==> config.mk <==
export PLATFORM = sky130hd
export DESIGN_NAME = channel_buffer_reader_flat
export DESIGN_NICKNAME = d
export VERILOG_FILES = /design/src/rtl/channel_buffer_pkg.sv /design/src/rtl/channel_buffer_reader_if.sv /design/src/rtl/channel_buffer_word_fifo.sv /design/src/rtl/channel_buffer_reader.sv /design/src/flat_wrapper.sv
export SDC_FILE = /design/constraint.sdc
export NUM_CORES = 1
export LEC_CHECK = 0
export CORE_MARGIN = 5
export CORE_UTILIZATION = 50
export CTS_CLUSTER_DIAMETER = 30
export DETAILED_ROUTE_END_ITERATION = 10
export PLACE_DENSITY_LB_ADDON = 0.3
export RECOVER_POWER = 100
export SETUP_SLACK_MARGIN = 0.4
export SKIP_CTS_REPAIR_TIMING = 1
export SLEW_MARGIN = 20
export SYNTH_ARGS = -nofsm -noshare
export SYNTH_HDL_FRONTEND = slang
export SYNTH_SLANG_ARGS = --single-unit
==> constraint.sdc <==
create_clock -name clk -period 10.2 [get_ports clk]
set_clock_uncertainty 0.05 [all_clocks]
set_input_delay 2.55 -clock clk [delete_from_list [all_inputs] [get_ports clk]]
set_output_delay 2.55 -clock clk [all_outputs]
set_load 0.005 [all_outputs]
==> src/rtl/channel_buffer_pkg.sv <==
// Shared constants and state encoding for the dual-width channel buffer.
// The writer side and the read-side controller both use this package.
package channel_buffer_pkg;

  localparam int DATA_WIDTH = 256;
  localparam int ADDR_WIDTH = 7;
  localparam int RD_LATENCY = 2;
  localparam int FIFO_DEPTH = 4;

  typedef enum logic [1:0] {
    IDLE  = 2'd0,
    READ  = 2'd1,
    DRAIN = 2'd2
  } state_t;

endpackage

==> src/rtl/channel_buffer_reader_if.sv <==
// BRAM wide read port plus downstream valid/ready stream, seen from the reader.
interface channel_buffer_reader_if #(
  parameter int DATA_WIDTH = channel_buffer_pkg::DATA_WIDTH,
  parameter int ADDR_WIDTH = channel_buffer_pkg::ADDR_WIDTH
);

  logic [ADDR_WIDTH-1:0] bram_rdaddress;
  logic                  bram_rden;
  logic [DATA_WIDTH-1:0] bram_q;
  logic [DATA_WIDTH-1:0] out_data;
  logic                  out_valid;
  logic                  out_ready;

  modport master (
    output bram_rdaddress, bram_rden, out_data, out_valid,
    input  bram_q, out_ready
  );

  modport slave (
    input  bram_rdaddress, bram_rden, out_data, out_valid,
    output bram_q, out_ready
  );

endinterface

==> src/rtl/channel_buffer_word_fifo.sv <==
// Show-ahead word FIFO: rd_data is the head entry whenever empty is low.
module channel_buffer_word_fifo #(
  parameter int DATA_WIDTH = 256,
  parameter int FIFO_DEPTH = 4
) (
  input  logic                             clk,
  input  logic                             rst_n,
  input  logic                             wr_en,
  input  logic [DATA_WIDTH-1:0]            wr_data,
  input  logic                             rd_en,
  output logic [DATA_WIDTH-1:0]            rd_data,
  output logic [$clog2(FIFO_DEPTH+1)-1:0]  count,
  output logic                             empty
);

  localparam int PTR_W = (FIFO_DEPTH > 1) ? $clog2(FIFO_DEPTH) : 1;
  localparam int CNT_W = $clog2(FIFO_DEPTH + 1);

  logic [DATA_WIDTH-1:0] mem [FIFO_DEPTH];
  logic [PTR_W-1:0]      wr_ptr;
  logic [PTR_W-1:0]      rd_ptr;
  logic                  do_rd;

  function automatic logic [PTR_W-1:0] ptr_inc(input logic [PTR_W-1:0] p);
    return (p == PTR_W'(FIFO_DEPTH - 1)) ? '0 : p + PTR_W'(1);
  endfunction

  assign empty   = (count == '0);
  assign do_rd   = rd_en && !empty;
  assign rd_data = mem[rd_ptr];

  always_ff @(posedge clk) begin
    if (wr_en) mem[wr_ptr] <= wr_data;
  end

  always_ff @(posedge clk or negedge rst_n) begin
    if (!rst_n) begin
      wr_ptr <= '0;
      rd_ptr <= '0;
      count  <= '0;
    end else begin
      if (wr_en) wr_ptr <= ptr_inc(wr_ptr);
      if (do_rd) rd_ptr <= ptr_inc(rd_ptr);
      unique case ({wr_en, do_rd})
        2'b10:   count <= count + CNT_W'(1);
        2'b01:   count <= count - CNT_W'(1);
        default: count <= count;
      endcase
    end
  end

endmodule

==> src/rtl/channel_buffer_reader.sv <==
// Reads a run of wide words from the channel buffer BRAM and streams them out,
// issuing reads only while the word FIFO has room for everything in flight.
module channel_buffer_reader #(
  parameter int DATA_WIDTH = channel_buffer_pkg::DATA_WIDTH,
  parameter int ADDR_WIDTH = channel_buffer_pkg::ADDR_WIDTH,
  parameter int RD_LATENCY = channel_buffer_pkg::RD_LATENCY,
  parameter int FIFO_DEPTH = channel_buffer_pkg::FIFO_DEPTH
) (
  input  logic                    clk,
  input  logic                    rst_n,
  input  logic                    start,
  input  logic [ADDR_WIDTH-1:0]   start_addr,
  input  logic [ADDR_WIDTH:0]     word_count,
  output logic                    busy,
  output logic                    done,
  channel_buffer_reader_if.master bus
);

  import channel_buffer_pkg::*;

  localparam int CNT_W = $clog2(FIFO_DEPTH + 1);
  localparam int IFL_W = $clog2(RD_LATENCY + 1);
  localparam int RUN_W = ADDR_WIDTH + 1;

  state_t                state, state_nxt;
  logic [ADDR_WIDTH-1:0] rd_addr;
  logic                  rd_en;
  logic [RUN_W-1:0]      remaining;
  logic [RD_LATENCY-1:0] vld_p;
  logic [IFL_W-1:0]      in_flight;
  logic                  done_q;
  logic [CNT_W-1:0]      fifo_count;
  logic                  fifo_empty;
  logic [DATA_WIDTH-1:0] fifo_head;

  logic accept, accept_run, issue, credit_ok, land, pop, drain_done;

  assign land       = vld_p[RD_LATENCY-1];
  assign pop        = !fifo_empty && bus.out_ready;
  // Current count only: a credit freed by this cycle's pop is seen next cycle.
  assign credit_ok  = (int'(in_flight) + int'(fifo_count)) < FIFO_DEPTH;
  assign drain_done = (in_flight == '0) && (fifo_count == CNT_W'(pop));

  always_ff @(posedge clk or negedge rst_n) begin
    if (!rst_n) state <= IDLE;
    else        state <= state_nxt;
  end

  always_comb begin
    state_nxt = state;
    unique case (state)
      IDLE:    if (start && word_count != '0)
                 state_nxt = (word_count == RUN_W'(1)) ? DRAIN : READ;
      READ:    if (credit_ok && remaining == RUN_W'(1)) state_nxt = DRAIN;
      DRAIN:   if (drain_done) state_nxt = IDLE;
      default: state_nxt = IDLE;
    endcase
  end

  always_comb begin
    busy       = 1'b0;
    accept     = 1'b0;
    accept_run = 1'b0;
    issue      = 1'b0;
    unique case (state)
      IDLE: begin
        accept     = start;
        accept_run = start && (word_count != '0);
        issue      = accept_run;
      end
      READ: begin
        busy  = 1'b1;
        issue = credit_ok;
      end
      DRAIN:   busy = 1'b1;
      default: busy = 1'b0;
    endcase
  end

  // p0: read issue register; vld_p tracks each read until bram_q carries it
  always_ff @(posedge clk or negedge rst_n) begin
    if (!rst_n) begin
      rd_en     <= 1'b0;
      rd_addr   <= '0;
      remaining <= '0;
      vld_p     <= '0;
      in_flight <= '0;
      done_q    <= 1'b0;
    end else begin
      rd_en <= issue;
      if (accept_run) begin
        rd_addr   <= start_addr;
        remaining <= word_count - RUN_W'(1);
      end else if (issue) begin
        rd_addr   <= rd_addr + ADDR_WIDTH'(1);
        remaining <= remaining - RUN_W'(1);
      end
      vld_p     <= (vld_p << 1) | RD_LATENCY'(issue);
      in_flight <= in_flight + IFL_W'(issue) - IFL_W'(land);
      done_q    <= (accept && word_count == '0) || (state == DRAIN && drain_done);
    end
  end

  // p<RD_LATENCY>: landed word enters the FIFO
  channel_buffer_word_fifo #(
    .DATA_WIDTH (DATA_WIDTH),
    .FIFO_DEPTH (FIFO_DEPTH)
  ) u_fifo (
    .clk     (clk),
    .rst_n   (rst_n),
    .wr_en   (land),
    .wr_data (bus.bram_q),
    .rd_en   (pop),
    .rd_data (fifo_head),
    .count   (fifo_count),
    .empty   (fifo_empty)
  );

  assign bus.bram_rden      = rd_en;
  assign bus.bram_rdaddress = rd_addr;
  assign bus.out_valid      = !fifo_empty;
  assign bus.out_data       = fifo_empty ? '0 : fifo_head;
  assign done               = done_q;

endmodule

==> src/flat_wrapper.sv <==
// flat-port wrapper written by rule: the top's interface ports become plain ports
module channel_buffer_reader_flat import channel_buffer_pkg::*;
#(
  parameter int DATA_WIDTH = channel_buffer_pkg::DATA_WIDTH,
  parameter int ADDR_WIDTH = channel_buffer_pkg::ADDR_WIDTH,
  parameter int RD_LATENCY = channel_buffer_pkg::RD_LATENCY,
  parameter int FIFO_DEPTH = channel_buffer_pkg::FIFO_DEPTH
)
  (clk, rst_n, start, start_addr, word_count, busy, done, bus_bram_rdaddress, bus_bram_rden, bus_out_data, bus_out_valid, bus_bram_q, bus_out_ready);
  channel_buffer_reader_if #(.DATA_WIDTH(DATA_WIDTH), .ADDR_WIDTH(ADDR_WIDTH)) bus_i ();
  input  logic clk;
  input  logic rst_n;
  input  logic start;
  input  logic [ADDR_WIDTH-1:0] start_addr;
  input  logic [ADDR_WIDTH:0] word_count;
  output logic busy;
  output logic done;
  output wire logic [$bits(bus_i.bram_rdaddress)-1:0] bus_bram_rdaddress;
  output wire logic [$bits(bus_i.bram_rden)-1:0] bus_bram_rden;
  output wire logic [$bits(bus_i.out_data)-1:0] bus_out_data;
  output wire logic [$bits(bus_i.out_valid)-1:0] bus_out_valid;
  input wire logic [$bits(bus_i.bram_q)-1:0] bus_bram_q;
  input wire logic [$bits(bus_i.out_ready)-1:0] bus_out_ready;
  assign bus_bram_rdaddress = bus_i.bram_rdaddress;
  assign bus_bram_rden = bus_i.bram_rden;
  assign bus_out_data = bus_i.out_data;
  assign bus_out_valid = bus_i.out_valid;
  assign bus_i.bram_q = bus_bram_q;
  assign bus_i.out_ready = bus_out_ready;
  channel_buffer_reader #(.DATA_WIDTH(DATA_WIDTH), .ADDR_WIDTH(ADDR_WIDTH), .RD_LATENCY(RD_LATENCY), .FIFO_DEPTH(FIFO_DEPTH)) u_core (.clk(clk), .rst_n(rst_n), .start(start), .start_addr(start_addr), .word_count(word_count), .busy(busy), .done(done), .bus(bus_i));
endmodule
==> qor.yml <==
outcome: "finished, violations left"
violations: "max-capacitance violations, max-slew violations"
synth_edf_count: 1024
worst_pin_slew_ns: 5.237
critPathBufInv: 3
first_iter_violations: 1294
ir_worst_vdd_mv: 0.2251
clk_latency_ns: 0.72
final_util: 0.6617
crit_arrival_ns: 5.48
hold_path_class: "register to register"
cts.reportedPaths.clkPinSlew_ns: 0.05
syn_nets: 2104
ant_nets: 0
wl_mm: 90.18
row_count: 104
cp-end-kind: "output port"
grt_overflow: 0
die_y_um: 293.9
total_power_mw: 17.12
synthCells: 1810
dp.cells: 3339
reg2reg_slack_ns: 2.34
wire_per_inst_um: 24.27
worstSetupPathType: "register to output port"
cts_tree: "done"
yosysWarnings: 0
io_buffers: 541
synth_top_family_by_area: "multiplexers"
boundaryPins: 542
grt_pass1_vias: 21680
min_period_over_period: 0.7922
cp-start-kind: "register"
fp.dieW_um: 293.9
synthAdderAreaFrac: 0.006085
antenna_found_initial: 54
start_util: 0.5019
maxSlewViolCount: 903
synth-simple-area-share: 0.04791
dp_slack_ns: 4.130
critical_path.slowest_cell: "clkbuf_1"
cts_buffers: 185
setup_viol: 0
htreeDepth: 4
grt_pass1_wl_mm: 135.1
leakagePower_nw: 17.65
finalHoldViolations: 0
dieArea_sq_um: 86380
fmax_mhz: 123.8
coreArea_sq_um: 80290
maxCapViolCount: 16
synth_async_sr_flop_share: 0.02754
final_layout_size_suffix_gt1_frac: 0.2162
synthXorXnorAreaFrac: 0.004999
synth_seq_cells: 1053
cts_root_buf: "clkbuf_16"
cts_sinks: 1053
timing.final.crit_period_ns: 8.081
ys_types: 42
grt_usage: 0.2079
dpl.hpwl_mm: 53.24
syn2layout_area_growth_pct: 31.82
vias: 20120
worstPathCellList: "or3_4 > clkbuf_1 > buf_4 > and2_1 > dlygate4sd3_1"
synthMuxAreaShare: 0.1445
avgViaCountPerCell: 5.413
synth.avg_cell_area_sq_um: 22.27
drc: 0
grt_max_degree: 150
fin_nets: 2761
cts_buffer_depth: 3
setup_slack_ns: 2.119
routabilityCongestion: 0.7723
synth-compound-area-share: 0.003974
relSlewSlack: -2.491
crit_fanout: 79
fin_cells: 3716
rsz0062_at_grt: "no"
synth_area_sq_um: 40300
crit_family: "buffers and inverters"
synth-seq-area-share: 0.7810
dr.pass1.iters: 5
required_ns: 7.60
critPathMaxStageDelay_ns: 2.11
p_per_area_nw_per_um2: 322.3
synth-main-ff-cell: "edfxtp_1"
tns_ns: 0
-- cells in the final DEF (no fill, tap or decap), types with 3 or more instances in the layout --
cell type        count
edfxtp_1          1024
dlygate4sd3_1      457
mux4_2             256
and2_1             192
clkbuf_16          186
clkdlybuf4s50_1     84
and2_0              68
diode_2             34
clkbuf_1            30
dfrtp_1             28
clkinv_1            27
clkinv_2            23
clkinvlp_4          23
nand2_1             22
bufinv_16           20
inv_1               18
ha_1                18
inv_6               16
o21ai_0             15
xor2_1              13
xnor2_1             10
nor2_1               8
clkinv_4             7
nand4_1              5
clkinv_8             5
inv_8                5
buf_12               5
nand3_1              4
nor4_1               4
and3_1               4
clkbuf_8             4
buf_4                4
nor3_1               3
a21oi_1              3
or3_1                3
mux2i_1              3
clkbuf_2             3
-- report_power, final --
part	switching [mW]	internal (mW)
Sequential	0.297	5.81
Clock	2.07	3.90
Combinational	2.32	2.72
-- cells in the mapped netlist, types with 2 or more instances --
cell type	n	area [sq um]
buf_2	30	150.1
and3_1	4	25.02
dfrtp_1	29	725.7
a21oi_1	2	10.01
clkbuf_1	47	176.4
ha_1	18	225.2
and2_1	260	1627
o21ai_0	12	60.06
nand3_1	4	20.02
nor2_1	8	30.03
edfxtp_1	1024	30750
mux4_2	256	5766
nor3_1	2	10.01
o21ai_1	3	15.01
nor4_1	4	25.02
buf_6	2	22.52
nand2_1	22	82.58
buf_1	11	41.29
or3_1	4	25.02
xnor2_1	10	87.58
nand4_1	5	31.28
xor2_1	13	113.9
mux2i_1	3	30.03
inv_1	18	67.56
a21oi_2	2	17.52
-- state kept, by name, indices dropped and copies added, names as in the netlist --
signal / cells
u_core.u_fifo.mem: 1024
u_core.remaining: 8
u_core.bus.bram_rdaddress: 7
u_core.u_fifo.count: 3
u_core.in_flight: 2
u_core.state: 2
u_core.u_fifo.rd_ptr: 2
u_core.u_fifo.wr_ptr: 2
u_core.vld_p: 2
u_core.done: 1
-- metrics by stage --
| stage | instance area, sq um | hold WS [ns] |
|---|---|---|
| 3_3_place_gp | 46880 | 0.3263 |
| 3_5_place_dp | 46890 | 0.3322 |
| 5_1_grt | 53080 | 0.3569 |
| 4_1_cts | 53100 | 0.3466 |
| 6_report | 53120 | 0.3380 |
| 2_1_floorplan | 40300 | 0.3257 |
-- final cells by class --
type / count / area (sq um)
flip-flops and latches: 1053 / 31480
fillers: 5102 / 27160
multi-input cells: 648 / 8346
repair buffers: 561 / 5614
clock buffers: 213 / 4796
clock inverters: 129 / 1409
well taps: 1060 / 1326
diodes: 34 / 85.08
inverters: 18 / 67.56
-- per-layer routing --
metal  vias to the layer above  GRT usage  part of all wire  wire, um
met5                         -          0            0.0013       119
met4                        20    0.08583             0.035      3120
met3                       200    0.06868             0.084      7543
met2                       724     0.3433              0.51     46410
met1                     10400     0.2559              0.37     32980
li1                       8773          -                 -         -
-- logic make-up (layout without fill, tap and decap cells) --
kind of cell / Yosys count / after routing
muxes: 261 / 261
buffers and inverters: 109 / 921
adders and majority gates: 19 / 19
AOI/OAI and AO/OA: 26 / 26
DFF: 1053 / 1053
xor gates and xnor gates: 23 / 23
and+or+nand+nor: 319 / 319
other: 0 / 34
-- worst reg2reg max path, stage by stage, from the launching register on --
cell and delay (ns):
dfrtp_1 0.41, inv_1 0.12, ha_1 0.15, and2_0 2.98, clkbuf_2 3.20
-- worst paths after layout --
| path | cells past startpoint | from | endpoint |
|---|---|---|---|
| max | 5 | u_core.u_fifo.count[0] | bus_out_data[28] |
| min reg2reg | 0 | u_core.vld_p[0] | u_core.vld_p[1] |
| max reg2reg | 4 | u_core.u_fifo.wr_ptr[0] | u_core.u_fifo.mem[0][3] |
| min in group asynchronous | 2 | rst_n | u_core.bus.bram_rdaddress[6] |
| min | 0 | u_core.vld_p[0] | u_core.vld_p[1] |
| max in group asynchronous | 2 | rst_n | u_core.u_fifo.rd_ptr[1] |
No activity file was read; power rests on OpenSTA's default activity.
